===== src/rtl/axi_ready_policy_gen.sv =====
// -----------------------------------------------------------------------------
// axi_ready_policy_gen
// Multi-channel AXI READY pattern generator. Each channel drives a registered
// READY according to its own policy (no backpressure, fixed duty, LFSR random,
// or ready-after-valid). It also keeps a saturating per-channel stall counter.
// A watchdog forces READY high after MAX_STALL consecutive stalls so a
// transfer always makes progress.
//
// Ports
//   clock      in   1                 rising-edge clock
//   reset      in   1                 synchronous active-high reset
//   valid      in   NUM_CH            per-channel VALID observed on the bus
//   ready      out  NUM_CH            per-channel READY (registered)
//   cfg_wr     in   1                 config write strobe
//   cfg_ch     in   $clog2(NUM_CH)+1  target channel (>= NUM_CH ignored)
//   cfg_mode   in   2                 0 NO_BP, 1 FIXED, 2 RANDOM, 3 AFTER_VALID
//   cfg_low    in   CNT_W             low-phase / delay cycles
//   cfg_high   in   CNT_W             high-phase cycles (0 behaves as 1)
//   cfg_prob   in   8                 RANDOM: ready when lfsr[7:0] <= cfg_prob
//   stat_clr   in   1                 clear all stall counters
//   stall_cnt  out  16*NUM_CH         per-channel saturating valid&!ready count
// -----------------------------------------------------------------------------
module axi_ready_policy_gen #(
   parameter int          NUM_CH    = 5,
   parameter int          CNT_W     = 8,
   parameter int          MAX_STALL = 64,
   parameter logic [15:0] SEED      = 16'hACE1
) (
   input  logic                    clock,
   input  logic                    reset,
   input  logic [NUM_CH-1:0]       valid,
   output logic [NUM_CH-1:0]       ready,
   input  logic                    cfg_wr,
   input  logic [$clog2(NUM_CH):0] cfg_ch,
   input  logic [1:0]              cfg_mode,
   input  logic [CNT_W-1:0]        cfg_low,
   input  logic [CNT_W-1:0]        cfg_high,
   input  logic [7:0]              cfg_prob,
   input  logic                    stat_clr,
   output logic [16*NUM_CH-1:0]    stall_cnt
);
   localparam int CH_W  = $clog2(NUM_CH) + 1;
   localparam int RUN_W = (MAX_STALL > 0) ? $clog2(MAX_STALL + 1) : 1;

   localparam logic [1:0] MODE_NO_BP  = 2'd0;
   localparam logic [1:0] MODE_FIXED  = 2'd1;
   localparam logic [1:0] MODE_RANDOM = 2'd2;
   localparam logic [1:0] MODE_AFTER  = 2'd3;

   typedef enum logic [2:0] {ST_IDLE, ST_LOW, ST_HIGH, ST_WAIT, ST_RDY} state_t;

   for (genvar gi = 0; gi < NUM_CH; gi++) begin : g_ch
      localparam logic [15:0] SEED_RAW = SEED ^ 16'(16'h1111 * (gi + 1));
      localparam logic [15:0] SEED_CH  = (SEED_RAW == 16'h0000) ? 16'h0001 : SEED_RAW;

      logic [1:0]       mode_reg;
      logic [CNT_W-1:0] low_reg, high_reg, high_eff;
      logic [7:0]       prob_reg;
      logic [15:0]      lfsr_reg, lfsr_next;
      logic [15:0]      stall_reg;
      state_t           state_reg, state_next, entry_state;
      logic [CNT_W-1:0] cnt_reg, cnt_next, entry_cnt;
      logic [RUN_W-1:0] run_reg, run_next;
      logic             ready_reg, ready_next, pol_ready, force_ready, entry_ready;
      logic             hs, stall, cfg_hit;

      assign hs        = valid[gi] & ready_reg;
      assign stall     = valid[gi] & ~ready_reg;
      assign cfg_hit   = cfg_wr && (cfg_ch == CH_W'(gi));
      assign high_eff  = (high_reg == '0) ? CNT_W'(1) : high_reg;
      // Galois form of x^16+x^14+x^13+x^11+1, shifting right.
      assign lfsr_next = lfsr_reg[0] ? ((lfsr_reg >> 1) ^ 16'hB400) : (lfsr_reg >> 1);

      // Consecutive-stall run; saturates at MAX_STALL so the force persists until hs.
      always_comb begin
         run_next = run_reg;
         if (!stall)
            run_next = '0;
         else if (run_reg != RUN_W'(MAX_STALL))
            run_next = run_reg + RUN_W'(1);
      end

      assign force_ready = (MAX_STALL > 0) && (run_next == RUN_W'(MAX_STALL));
      assign ready_next  = pol_ready | force_ready;

      // Policy next-state / next-ready, plus the entry point used on a config write.
      always_comb begin
         state_next = state_reg;
         cnt_next   = cnt_reg;
         pol_ready  = 1'b1;
         case (mode_reg)
            MODE_FIXED: begin
               if (low_reg == '0) begin
                  state_next = ST_LOW;
                  cnt_next   = '0;
                  pol_ready  = 1'b1;
               end else if (state_reg == ST_HIGH) begin
                  if (cnt_reg >= high_eff) begin
                     state_next = ST_LOW;
                     cnt_next   = CNT_W'(1);
                     pol_ready  = 1'b0;
                  end else begin
                     cnt_next  = cnt_reg + CNT_W'(1);
                     pol_ready = 1'b1;
                  end
               end else begin
                  if (cnt_reg >= low_reg) begin
                     state_next = ST_HIGH;
                     cnt_next   = CNT_W'(1);
                     pol_ready  = 1'b1;
                  end else begin
                     state_next = ST_LOW;
                     cnt_next   = cnt_reg + CNT_W'(1);
                     pol_ready  = 1'b0;
                  end
               end
            end
            MODE_RANDOM: begin
               state_next = ST_IDLE;
               pol_ready  = (lfsr_reg[7:0] <= prob_reg);
            end
            MODE_AFTER: begin
               pol_ready = 1'b0;
               case (state_reg)
                  ST_WAIT: begin
                     // A watchdog-forced handshake also ends the wait.
                     if (!valid[gi] || hs) begin
                        state_next = ST_IDLE;
                     end else if (cnt_reg <= CNT_W'(1)) begin
                        state_next = ST_RDY;
                        pol_ready  = 1'b1;
                     end else begin
                        cnt_next = cnt_reg - CNT_W'(1);
                     end
                  end
                  ST_RDY: begin
                     if (hs || !valid[gi])
                        state_next = ST_IDLE;
                     else
                        pol_ready = 1'b1;
                  end
                  default: begin
                     state_next = ST_IDLE;
                     // valid seen during a handshake belongs to the completed beat
                     if (valid[gi] && !hs) begin
                        if (low_reg == '0) begin
                           state_next = ST_RDY;
                           pol_ready  = 1'b1;
                        end else begin
                           state_next = ST_WAIT;
                           cnt_next   = low_reg;
                        end
                     end
                  end
               endcase
            end
            default: begin
               state_next = ST_IDLE;
               pol_ready  = 1'b1;
            end
         endcase

         entry_state = ST_IDLE;
         entry_cnt   = '0;
         entry_ready = 1'b1;
         case (cfg_mode)
            MODE_FIXED: begin
               entry_state = ST_LOW;
               entry_cnt   = CNT_W'(1);
               entry_ready = (cfg_low == '0);
            end
            MODE_RANDOM: entry_ready = (lfsr_reg[7:0] <= cfg_prob);
            MODE_AFTER:  entry_ready = 1'b0;
            default:     entry_ready = 1'b1;
         endcase
      end

      always_ff @(posedge clock) begin
         if (reset) begin
            mode_reg  <= MODE_NO_BP;
            low_reg   <= '0;
            high_reg  <= CNT_W'(1);
            prob_reg  <= 8'hFF;
            lfsr_reg  <= SEED_CH;
            state_reg <= ST_IDLE;
            cnt_reg   <= '0;
            run_reg   <= '0;
            ready_reg <= 1'b0;
            stall_reg <= '0;
         end else begin
            lfsr_reg <= lfsr_next;
            if (stat_clr)
               stall_reg <= '0;
            else if (stall && (stall_reg != 16'hFFFF))
               stall_reg <= stall_reg + 16'd1;
            if (cfg_hit) begin
               mode_reg  <= cfg_mode;
               low_reg   <= cfg_low;
               high_reg  <= cfg_high;
               prob_reg  <= cfg_prob;
               state_reg <= entry_state;
               cnt_reg   <= entry_cnt;
               run_reg   <= '0;
               ready_reg <= entry_ready;
            end else begin
               state_reg <= state_next;
               cnt_reg   <= cnt_next;
               run_reg   <= run_next;
               ready_reg <= ready_next;
            end
         end
      end

      assign ready[gi]             = ready_reg;
      assign stall_cnt[16*gi +: 16] = stall_reg;
   end

endmodule


===== config.mk =====
export PLATFORM = sky130hd
export DESIGN_NAME = axi_ready_policy_gen
export DESIGN_NICKNAME = d
export VERILOG_FILES = /design/src/rtl/axi_ready_policy_gen.sv
export SDC_FILE = /design/constraint.sdc
export NUM_CORES = 1
export LEC_CHECK = 0
export ABC_AREA = 1
export ABC_CLOCK_PERIOD_IN_PS = 2100
export CORE_ASPECT_RATIO = 0.9
export CORE_MARGIN = 2
export CORE_UTILIZATION = 60
export CTS_CLUSTER_SIZE = 24
export DETAILED_ROUTE_END_ITERATION = 8
export PLACE_DENSITY = 0.81
export SLEW_MARGIN = 20
export SYNTH_ARGS = -nofsm -noshare
export SYNTH_HDL_FRONTEND = slang
export SYNTH_SLANG_ARGS = --single-unit

===== constraint.sdc =====
create_clock -name clock -period 2.1 [get_ports clock]
set_input_delay 0.42 -clock clock [delete_from_list [all_inputs] [get_ports clock]]
set_output_delay 0.42 -clock clock [all_outputs]
set_load 0.01 [all_outputs]

; ---- After elaboration in Yosys (flattened, before gate mapping)
; Index checks and enable logic that the tools add are counted.
; W data, S select, Z words.
[totals]
in_bits = 39
register_bits = 385
memories = 0
out_inout_bits = 85
latch_bits = 0
mem_bits_rw = 0
rom_bits = 0
elab_cells = 477
[op_classes]
shift = 0
n_addsub = 20
n_reduce_logical = 63
n_mul = 0
n_bitwise = 25
n_lt_le_gt_ge = 25
n_mux = 202
div_mod_pow = 0
n_eq_ne = 92
[ops]
columns = operator, count
row1 = $mux W8, 50
row2 = $pmux W8 S2, 10
row3 = $mux W3, 45
row4 = $ne A4 B4 Y1 const B, 25
row5 = $logic_not A8 Y1, 11
row6 = $add A16 B1 Y16 const B, 5
row7 = $ge A8 B8 Y1, 10
row8 = $le A8 B8 Y1, 10
row9 = $mux W16, 5
row10 = $ne A16 B16 Y1 const B, 5
row11 = $mux W7, 10
row12 = $pmux W3 S2, 10
row13 = $mux W1, 52
row14 = $ne A5 B5 Y1 const B, 10
row15 = $add A8 B1 Y8 const B, 5
row16 = $le A8 B1 Y1 const B, 5
row17 = $sub A8 B1 Y8 const B, 5
row18 = $add A7 B1 Y7 const B, 5
row19 = $eq A7 B7 Y1 const B, 5
row20 = $ne A7 B7 Y1 const B, 5
row21 = $eq A3 B2 Y1 const B, 10
row22 = $pmux W1 S3, 10
row23 = $reduce_and A6 Y1, 5
row24 = $eq A2 B2 Y1 const B, 12
row25 = other kinds (19), 102

; ---- Longest topological paths before layout
[logic_depth]
depth_word = 9
mapped_depth = 16
mapped_depth_nobuf = 16

; ---- Worst setup path after synthesis
; OpenSTA, ideal clock, no wires.
[synth_timing]
kind = register -> register
start = register g_ch[4].high_reg[7]
end = register g_ch[4].cnt_reg[3]
required_time_ps = 2033
arrival_time_ps = 1801
path_buffers = 0
synth_period_minus_slack_ps = 1868
setup_ps = 67
slack_ps = 232
stages_incl_launch_ff = 15
path_cell_list = dfxtp_1 nor4_1 a41o_1 ha_1 o21ai_0 nand2_1 nand2_1 nand2_1 nand2_1 nand2_1 nand2_1 nand2_1 nand2_1 nand2_2 a21oi_2
[synth_via]
elab_chain_len = 8
[synth_lines]
columns = item, line_no
row1 = start: declaration, 57  ; logic [CNT_W-1:0] low_reg, high_reg, high_eff;
row2 = start signal: assignment, 199  ; high_reg <= cfg_high;
row3 = $logic_not A8 Y1, 70  ; assign high_eff = (high_reg == '0) ? CNT_W'(1) : high_reg;
row4 = $mux W8 (*), 70
row5 = $ge A8 B8 Y1 (*), 98  ; if (cnt_reg >= high_eff) begin
row6 = $mux W8 (*), 98
row7 = $mux W8 (*), 97  ; end else if (state_reg == ST_HIGH) begin
row8 = $mux W8 (*), 93  ; if (low_reg == '0) begin
row9 = $pmux W8 S2 (*), 91  ; case (mode_reg)
row10 = $mux W8 (*), 196  ; if (cfg_hit) begin
row11 = end signal: assignment, 202  ; cnt_reg <= entry_cnt;
row12 = end signal: assignment, 207  ; cnt_reg <= cnt_next;
row13 = end: declaration, 62  ; logic [CNT_W-1:0] cnt_reg, cnt_next, entry_cnt;
; Mark *: on every way between the ends. The rest lies on a longest branch, timed or not.
; A chain may end at the register's enable or synchronous reset.

; ---- Final worst setup path
[layout_timing]
start = register g_ch[4].high_reg[3]
end = register g_ch[4].state_reg[2]
[layout_via]
elab_chain_len = 5
[layout_lines]
columns = item, line_no
row1 = $logic_not A8 Y1, 70
row2 = $mux W8 (*), 70
row3 = $ge A8 B8 Y1 (*), 98
row4 = $ne A5 B5 Y1 (no source line) (*), --
row5 = $reduce_and A3 Y1 (no source line) (*), --
row6 = end signal: assignment, 201  ; state_reg <= entry_state;
row7 = end signal: assignment, 206  ; state_reg <= state_next;
row8 = end: declaration, 61  ; state_t state_reg, state_next, entry_state;
; Marked as above.

==> summary.md <==
| Metric | Value |
|---|---|
| Worst Hold Class | `primary input to flop` |
| Mux cell area share after synthesis | `0` |
| CTS root buffer | `clkbuf_16` |
| Placer Congestion | `0.965` |
| CP most frequent cell | `nand2_1` |
| Hold WS | `348 ps` |
| Clk sinks | `385` |
| Reg-to-reg critical path startpoint | `g_ch[4].high_reg[3]` |
| Mapped Area | `22800 sq um` |
| Ys async rst share | `0` |
| XOR/XNOR Fraction of Synth Area | `0.0242` |
| Finished Core Util | `0.735` |
| Period Utilization, post-route | `0.984` |
| Iteration-0 DRC Markers | `2330` |
| Status | `completed` |
| Antenna viol nets, final | `0` |
| Max-slew headroom | `0.623` |
| Cells after DPL | `3986` |
| H-Tree Depth | `2` |
| RSZ-0062 raised after global routing | `true` |
| Router iterations before antenna repair | `8` |
| Netlist cell types | `53` |
| Post-synthesis adder-cell area fraction | `0.104` |
| Setup TNS | `0 ps` |
| Post-layout power | `0.0177 W` |
| Final setup violation count | `0` |
| FF-to-FF setup slack | `30 ps` |
| Tot GR Track Use | `0.324` |
| Startpoint types | `flop` |
| Simple-gate share of the synthesized area | `0.297` |
| Initial antenna violation count | `1` |
| Hold path cells | `4` |
| Buffers on Ports | `123` |
| RR Endpoint | `g_ch[4].state_reg[2]` |
| Die Wd | `~210 um` |
| Synth-to-layout area growth | `20.4%` |
| Maximum clock frequency | `484 MHz` |
| Final Max Slew Viols | `0` |
| CP arrival | `2510 ps` |
| Hold Startpoint | `reset` |
| Core area | `37400 sq um` |
| Worst-skew pair later-pin latency | `560 ps` |
| Slew @ Worst Pin | `561 ps` |
| Pwr Density | `646 nW/um^2` |
| Max clock buf depth | `3` |
| Finished Layout Cells | `~4100` |
| Reg2reg path depth | `14` |
| Syn avg cell area | `approximately 7 sq um` |
| CTS clock-pin slew for the worst setup and hold paths | `60 ps` |
| Register bit total from synthesis | `385` |
| Layout cell share with drive strength beyond 1 | `0.122` |
| Required time of the critical path | `2540 ps` |
| CTS Buf Count | `42` |
| Die area | `39600 sq um` |
| Vias in the first global route | `21800` |
| Syn. warnings | `0` |
| VDD IR max | `0.696 mV` |
| Primary FF master, synth | `dfxtp_1` |
| Sequential-to-total area share from yosys stat | `0.338` |
| First-pass GRT wire length | `107000 um` |
| Fin crit period | `2070 ps` |
| Initial Util | `0.610` |
| WS Path Type | `flop to flop` |
| Via count | `between 20000 and 25000` |
| Worst path max stage delay | `330 ps` |
| Final hold viol count | `0` |
| Worst hold endpoint | `g_ch[1].high_reg[1]` |
| Worst setup EP type | `flop` |
| CP max-delay cell | `dfxtp_2` |
| Largest family of logic cells by synthesized area | `simple AND/OR/NAND/NOR gates` |
| NumNets Final | `3779` |
| CTS tree | `yes` |
| Number of synthesized flops with an enable pin | `0` |
| Critical Path, Cell by Cell | `nor4_2 -> a41o_1 -> ha_1 -> o21ai_1 -> nand2_1 -> nand2_1 -> nand2_1 -> nand2_2 -> nand2_4 -> buf_4 -> nor2_4 -> o21ai_2 -> nand2_1 -> a21oi_1` |
| Crit-path max FO | `4` |
| Final HPWL DP | `roughly 49000 um` |
| Largest net degree at the start of global routing | `54` |
| Syn_nets | `3540` |
| P_leak | `12.7 nW` |
| Global route overflow | `0` |
| Avg WL per Cell | `16.2 um` |
| Synth Area in Compound Gates | `0.141` |
| Std cell rows | `67` |
| Fin Clk Skew | `12.7 ps` |
| WL final | `65800 um` |
| Top-level port count | `124` |
| Max-cap violations | `0` |
| Synth Instances | `about 3300` |
| Die Height | `between 150 and 200 um` |
| Vias per cell | `5.67` |
| DRC viols | `0` |
[cell type report]
| class | count | area (sq um) |
|---|---|---|
| Inverter | 453 | 1710 |
| Fill cell | 2932 | 9920 |
| Sequential cell | 385 | 7720 |
| Clock inverter | 20 | 353 |
| Tap cell | 483 | 604 |
| Clock buffer | 54 | 1200 |
| Antenna cell | 1 | 2.50 |
| Timing Repair Buffer | 297 | 2690 |
| Multi-Input combinational cell | 2371 | 13200 |
[stage by stage]
stage / area [sq um] / setup slack [ps]
2_1_floorplan: 22800 / 232
3_3_place_gp: 25600 / -132
3_5_place_dp: 25600 / -256
4_1_cts: 27200 / -3.29
5_1_grt: 27500 / -81.3
6_report: 27500 / 34.5
[critical path: cells and delay by family (launching register included)]
| kind | cells | cell delay, ps |
|---|---|---|
| buf+inv | 1 | 160 |
| fa+ha+maj | 1 | 230 |
| flops | 1 | 330 |
| simple gates | 8 | 780 |
| compound gates | 4 | 460 |
[kinds of logic (layout without fill, tap and decap cells)]
group | Yosys count | in the layout
XOR/XNOR | 63 | 63
other | 0 | 1
adder cells (fa/ha/maj) | 190 | 190
AO/OA/AOI/OAI | 591 | 591
flip-flops | 385 | 385
AND/OR/NAND/NOR | 1527 | 1527
buffers and inverters | 555 | 824
[per-layer routing]
layer	vias up	global-route usage	part of all wire
met5	-	0	0
met1	10700	0.429	0.44
met2	839	0.538	0.46
li1	11300	-	-
met4	0	0.118	0.035
met3	171	0.0508	0.069
[worst max path at each step]
stage,start,end,slack [ps]
5_1_grt,g_ch[2].high_reg[4],g_ch[2].state_reg[0],-80
4_1_cts,g_ch[1].high_reg[1],g_ch[1].state_reg[2],-3
2_1_floorplan,g_ch[4].high_reg[7],g_ch[4].cnt_reg[3],230
3_5_place_dp,cfg_ch[0],g_ch[1].cnt_reg[2],-260
3_3_place_gp,cfg_wr,g_ch[4].state_reg[0],-130
6_report,g_ch[4].high_reg[3],g_ch[4].state_reg[2],30
[cell usage after synthesis (10+ instances only)]
cell type  instances  share of area
xor2_1            35          0.013
or2_2             37          0.010
nor3b_1           15         0.0049
nand3b_1          10         0.0033
nor4_1            14         0.0038
buf_2             29         0.0064
ha_1             190           0.10
a31oi_1           10         0.0027
o211ai_1          37          0.012
o21ai_0          199          0.044
nand3_2           10         0.0044
nor3_1            56          0.012
nor2_1           341          0.056
dfxtp_1          385           0.34
inv_2             18         0.0030
a21oi_1          291          0.064
nand3_1          212          0.047
nand4_1           56          0.015
xnor2_1           28          0.011
nand2_1          723           0.12
clkbuf_1          53         0.0087
nor2_2            15         0.0041
nand2_2           10         0.0027
inv_1            431          0.071
[placed cells by master (no fill, tap or decap), types with 18 or more instances in the layout]
cell type / Yosys / layout
nor3_1: 56 / 54
inv_2: 18 / 21
nor2_2: 15 / 18
nand2_1: 723 / 703
nor2_1: 341 / 337
nand3_1: 212 / 204
clkdlybuf4s50_1: 0 / 122
a21oi_1: 291 / 281
ha_1: 190 / 190
nand3_2: 10 / 18
nand2_2: 10 / 20
buf_4: 6 / 161
xnor2_1: 28 / 28
o21ai_0: 199 / 195
nand4_1: 56 / 56
or2_2: 37 / 37
inv_1: 431 / 427
o211ai_1: 37 / 37
dfxtp_1: 385 / 374
xor2_1: 35 / 35
clkbuf_16: 0 / 43
[repair_timing]
action                                  CTS  global route
endpoints found under the setup margin   33            57
hold buffers                              0             0
gates resized for setup                   7            78
pin swaps                                 2            36
setup buffers                             0             4
endpoints found under the hold margin     0             0
[power breakdown]
part | internal [W] | switching, W
clock | 0.00514 | 0.00314
combinational | 0.000710 | 0.00114
sequential | 0.00748 | 0.000128
total | 0.0133 | 0.00440
Power figures use the tool's default switching activity.
